<file path="config.mk">
export PLATFORM = sky130hd
export DESIGN_NAME = serial_frame_rx
export DESIGN_NICKNAME = d
export VERILOG_FILES = /design/src/rtl/serial_frame_rx.sv
export SDC_FILE = /design/constraint.sdc
export NUM_CORES = 1
export LEC_CHECK = 0
export ABC_AREA = 0
export BUFFER_PORTS_ARGS = -buffer_cell sky130_fd_sc_hd__buf_2
export CORE_UTILIZATION = 35
export CTS_BUF_LIST = sky130_fd_sc_hd__clkbuf_4 sky130_fd_sc_hd__clkbuf_8
export CTS_CLUSTER_DIAMETER = 150
export DETAILED_ROUTE_END_ITERATION = 12
export MAX_ROUTING_LAYER = met4
export PLACE_DENSITY = 0.62
export SLEW_MARGIN = 25
export SYNTH_ARGS = -nofsm -noshare
export SYNTH_HDL_FRONTEND = slang
export SYNTH_SLANG_ARGS = --single-unit
</file>
<file path="constraint.sdc">
create_clock -name clock -period 1.9 [get_ports clock]
set_clock_uncertainty 0.05 [all_clocks]
set_input_delay 0.095 -clock clock [delete_from_list [all_inputs] [get_ports clock]]
set_output_delay 0.095 -clock clock [all_outputs]
set_load 0.005 [all_outputs]
</file>
<file path="src/rtl/serial_frame_rx.sv">
// Serial byte receiver: start bit, 8 data bits MSB first, stop bit.
// Single clock, async active-low reset, all outputs registered.
module serial_frame_rx #(
    parameter int unsigned BIT_PERIOD   = 106,
    parameter int unsigned SAMPLE_POINT = 53
) (
    input  logic       clock,
    input  logic       reset_n,
    input  logic       data_in,
    input  logic       rx_en,
    input  logic       rx_ack,
    output logic [7:0] rx_data,
    output logic       rx_valid,
    output logic       dsr,
    output logic       framing_error,
    output logic       overrun_error,
    output logic       busy
);

    localparam int unsigned CNT_W  = 10;
    localparam int unsigned IDX_W  = 3;
    localparam int unsigned DATA_W = 8;

    localparam logic [CNT_W-1:0] START_LAST = CNT_W'(SAMPLE_POINT - 1);
    localparam logic [CNT_W-1:0] BIT_LAST   = CNT_W'(BIT_PERIOD - 1);

    typedef enum logic [1:0] {
        R_IDLE,
        R_START,
        R_DATA,
        R_STOP
    } state_t;

    state_t              state_q, state_d;
    logic [1:0]          sync_q;
    logic                line;
    logic                line_prev_q;
    logic [CNT_W-1:0]    cnt_q, cnt_d;
    logic [IDX_W-1:0]    idx_q, idx_d;
    logic [DATA_W-1:0]   shift_q, shift_d;
    logic [DATA_W-1:0]   rx_data_d;
    logic                rx_valid_d;
    logic                dsr_d;
    logic                framing_error_d;
    logic                overrun_error_d;
    logic                busy_d;
    logic                load_c;
    logic                ovr_set_c;

    assign line = sync_q[1];

    // Next-state and next-output logic
    always_comb begin
        state_d         = state_q;
        cnt_d           = cnt_q;
        idx_d           = idx_q;
        shift_d         = shift_q;
        framing_error_d = 1'b0;
        load_c          = 1'b0;
        ovr_set_c       = 1'b0;

        if (!rx_en) begin
            state_d = R_IDLE;
            cnt_d   = '0;
            idx_d   = '0;
        end else begin
            case (state_q)
                R_IDLE: begin
                    if (line_prev_q && !line) begin
                        state_d = R_START;
                        cnt_d   = '0;
                    end
                end
                R_START: begin
                    if (cnt_q == START_LAST) begin
                        cnt_d   = '0;
                        idx_d   = '0;
                        state_d = line ? R_IDLE : R_DATA;
                    end else begin
                        cnt_d = cnt_q + CNT_W'(1);
                    end
                end
                R_DATA: begin
                    if (cnt_q == BIT_LAST) begin
                        cnt_d   = '0;
                        shift_d = {shift_q[DATA_W-2:0], line};
                        idx_d   = idx_q + IDX_W'(1);
                        if (idx_q == IDX_W'(7)) begin
                            state_d = R_STOP;
                        end
                    end else begin
                        cnt_d = cnt_q + CNT_W'(1);
                    end
                end
                R_STOP: begin
                    if (cnt_q == BIT_LAST) begin
                        cnt_d   = '0;
                        state_d = R_IDLE;
                        if (!line) begin
                            framing_error_d = 1'b1;
                        end else if (rx_valid) begin
                            ovr_set_c = 1'b1;
                        end else begin
                            load_c = 1'b1;
                        end
                    end else begin
                        cnt_d = cnt_q + CNT_W'(1);
                    end
                end
                default: begin
                    state_d = R_IDLE;
                    cnt_d   = '0;
                    idx_d   = '0;
                end
            endcase
        end

        // A load beats a coincident acknowledge
        rx_data_d  = load_c ? shift_q : rx_data;
        rx_valid_d = load_c ? 1'b1 : (rx_ack ? 1'b0 : rx_valid);
        overrun_error_d = ovr_set_c ? 1'b1 : (rx_ack ? 1'b0 : overrun_error);
        dsr_d  = rx_en & ~rx_valid;
        busy_d = (state_d != R_IDLE);
    end

    // State and output registers
    always_ff @(posedge clock or negedge reset_n) begin
        if (!reset_n) begin
            state_q       <= R_IDLE;
            sync_q        <= 2'b11;
            line_prev_q   <= 1'b1;
            cnt_q         <= '0;
            idx_q         <= '0;
            shift_q       <= '0;
            rx_data       <= '0;
            rx_valid      <= 1'b0;
            dsr           <= 1'b0;
            framing_error <= 1'b0;
            overrun_error <= 1'b0;
            busy          <= 1'b0;
        end else begin
            state_q       <= state_d;
            sync_q        <= {sync_q[0], data_in};
            line_prev_q   <= line;
            cnt_q         <= cnt_d;
            idx_q         <= idx_d;
            shift_q       <= shift_d;
            rx_data       <= rx_data_d;
            rx_valid      <= rx_valid_d;
            dsr           <= dsr_d;
            framing_error <= framing_error_d;
            overrun_error <= overrun_error_d;
            busy          <= busy_d;
        end
    end

endmodule

</file>
==> impl_metrics.csv <==
group,metric,value,unit
outcome,failed_checks,"negative setup slack",
global_routing,grt_max_degree,40,
floorplanning,die_y,74.1,um
logic_synthesis,synth_cell_types,45,
sta,period_share,102,%
logic_synthesis,synth_area_leaders,"dfrtp_1 (50%), mux2_2 (9.9%), dfstp_2 (4.3%), ha_1 (3.4%), a21oi_1 (1.7%)",
sta,final_hold_viol_count,0,
sta,whs,0.0576,ns
place,place_congestion,0.856,
global_routing,grt_pass1_vias,1381,
pwr,p_seq_share,56.5,%
clocking,htree_levels,2,
global_routing,grt_use_total,15.7,%
worst_setup_path,cp-end-kind,"register",
pwr,p_int,1150,uW
worst_setup_path,cp_max_fo,3,
sta,fmax,517,MHz
job,cap_violations,0,
route,viasPerCell,5.09,
clocking,cts-buffers-inserted,5,
pwr,swShare,23.3,%
logic_synthesis,synth_top_area_share,49.5,%
layout,drive_gt1_share,42.3,%
worst_setup_path,critPathKind,"reg -> reg",
floorplanning,ioPinCount,18,
clocking,clkTransAtPathRegs,0.08,ns
sta,rsz0062_at_grt,"yes",
layout,nets,205,
global_routing,antenna_found_initial,0,
logic_synthesis,syn_inst,151,
logic_synthesis,ys_ff_latch,39,
clocking,insertion_delay,0.29,ns
outcome,status,"finished, violations left",
route,wl,3.76,mm
logic_synthesis,yosys.area.top_type,"dfrtp_1",
worst_setup_path,start_kind,"register",
clocking,clock_path_buffers,2,
place,pre_cts_slack,-0.0207,ns
route,ant_nets,0,
worst_setup_path,critPathSlowestCell,"dfrtp_1",
pwr,peakVddDrop,0.476,mV
route,vias,1338,
logic_synthesis,syn_area_per_cell,12.0,um^2
route,route.detailed.drc,0,
pwr,total_leakage_power,0.00110,uW
logic_synthesis,synth_seq_area_share,53.9,%
floorplanning,die_area,0.00549,mm^2
logic_synthesis,syn-num-nets,161,
floorplanning,row_count,25,
sta,tightest_slew,0.848,ns
layout,fillers,444,
floorplanning,start_util,37.5,%
logic_synthesis,syn_area,0.00182,mm^2
sta,min_period,1.94,ns
clocking,cts_root_buf,"clkbuf_8",
global_routing,grt_pass1_wl,6.31,mm
layout,n_antenna_cell,0,
floorplanning,die_x,74.1,um
place,port_buffers,17,
worst_setup_path,max_stage_delay,0.39,ns
worst_setup_path,cp_cell_sequence,"inv_2 > ha_4 > and4b_2 > nand4_4 > nor4b_4 > buf_4 > mux2_4",
pwr,powerDensity,647,mW/mm^2
place,dp_hpwl,2.59,mm
worst_setup_path,arrival,2.07,ns
route,wl_per_cell,14.3,um
worst_setup_path,critical_path_required,2.03,ns
sta,slew_headroom,43.4,%
pwr,p_clk_share,37.6,%
route,drtIter0Drc,53,
global_routing,overflow,0,
sta,layout_setup_ws,-0.0350,ns
route,firstDrtPassIters,4,
pwr,power.share.combinational,5.9,%
clocking,cts_tree,"done",
worst_hold_path,hp-class,"in -> reg",
logic_synthesis,yosysWarnings,0,
clocking,clkSinkCount,39,
sta,tns,-0.217,ns
floorplanning,fp.coreArea,0.00485,mm^2
pwr,switchingPower,350,uW
layout,area_growth,27.5,%
sta,final-setup-viol-count,8,
sta,drv_slew,0,
[power by group through the flow]
stage          sequential (uW)  clock [uW]  combinational (uW)
2_1_floorplan              864           0                34.3
3_3_place_gp               863           0                78.5
3_5_place_dp               863           0                81.3
4_1_cts                    847         585                85.2
5_1_grt                    849         608                 101
6_report                   848         564                88.6
[what timing repair did]
item,in CTS,in global routing
resized for setup,1,17
pin swaps,0,3
hold buffers,2,0
endpoints found under the hold margin,37,0
buffers inserted,1,2
endpoints found under the setup margin,6,13
[cells in the final DEF (no fill, tap or decap), types with 2 or more instances in the layout]
cell type	count
a21boi_0	2
nand3_1	6
nor3_1	3
mux2_2	8
dlygate4sd3_1	2
nor2b_1	3
a32o_1	2
clkbuf_8	5
nand3b_1	2
dfstp_2	3
a21oi_1	5
inv_2	2
or3_1	4
dfrtp_1	36
nor2_1	6
xor2_1	2
inv_1	3
ha_1	4
buf_4	19
nand2_1	8
buf_2	17
o21ai_0	6
nand4_1	3
o22ai_1	2
o31ai_1	2
mux2_4	8
[final timing paths]
check                               start          to  slack (ns)  depth (start not counted)
worst max-delay path             cnt_q[1]  rx_data[7]       -0.04                          7
worst min-delay path               rx_ack    rx_valid        0.06                          3
worst max register to register   cnt_q[1]  rx_data[7]       -0.04                          7
worst min register to register  sync_q[0]   sync_q[1]        0.31                          0
max in group asynchronous         reset_n        busy        0.87                          2
min in group asynchronous         reset_n  rx_data[6]        0.40                          2
[cell type report]
type                            count  area, um^2  share of cell area (%)
Clock buffer                        6        76.3                    3.29
Inverter                            5        18.8                   0.809
Sequential cell                    39         980                    42.2
Timing Repair Buffer               40         279                    12.0
Tap cell                           67        83.8                    3.61
Multi-Input combinational cell    104         868                    37.4
Clock inverter                      2        13.8                   0.593
[logic make-up after synthesis]
kind of cell	after synthesis	share of synthesized area, %
simple gates	52	18.9
flops	39	53.9
compound gates	28	10.5
mux	17	10.5
buf+inv	8	1.86
fa+ha+maj	5	3.44
xor+xnor	2	0.963
[through the flow]
step	instance area, um^2	power [uW]	util [%]	instances
4_1_cts	2240	1520	46.2	261
2_1_floorplan	1820	898	-	151
3_5_place_dp	2120	945	43.7	250
3_3_place_gp	2120	941	43.7	250
5_1_grt	2320	1560	47.8	263
6_report	2320	1500	47.8	263
[metal layers]
layer  global-route usage, %  share of wire (%)  wire length, um
met3                    3.79                3.6              137
met4                    6.20                1.5               56
met5                       -                  0                0
met1                    20.4                 48             1820
met2                    23.5                 46             1750
[critical path, delay by kind of cell, from the launching register on]
kind | cells | cell delay, ns
fa+ha+maj | 1 | 0.11
buf+inv | 2 | 0.27
flops | 1 | 0.39
mux | 1 | 0.30
simple gates | 3 | 0.72
[sequential cells by signal, indices dropped and copies added (netlist names)]
register / cells
idx_q: 3
dsr: 1
shift_q: 8
rx_data: 8
sync_q: 2
cnt_q: 10
framing_error: 1
overrun_error: 1
rx_valid: 1
line_prev_q: 1
busy: 1
state_q: 2
[synth_stat cells, drive strengths merged]
cell type and n:
inv 5, and2 2, dfrtp 36, a32o 2
nor3 5, nor2b 4, nor4b 1, nor2 6
xor2 2, and2b 1, or3 5, mux2i 1
ha 5, o32ai 2, nand2 8, and4 2
a21oi 6, a41oi 1, and3 2, o311ai 2
nand3 6, and4bb 1, nand2b 1, clkbuf 2
o31a 1, o31ai 2, dfstp 3, nand4 4
a21o 1, o21ai 6, buf 1, or2 1
o22ai 2, mux2 16, o21a 1, a21boi 2
nand3b 2, and4b 1
Note: power is estimated with default switching activity, not from simulation.
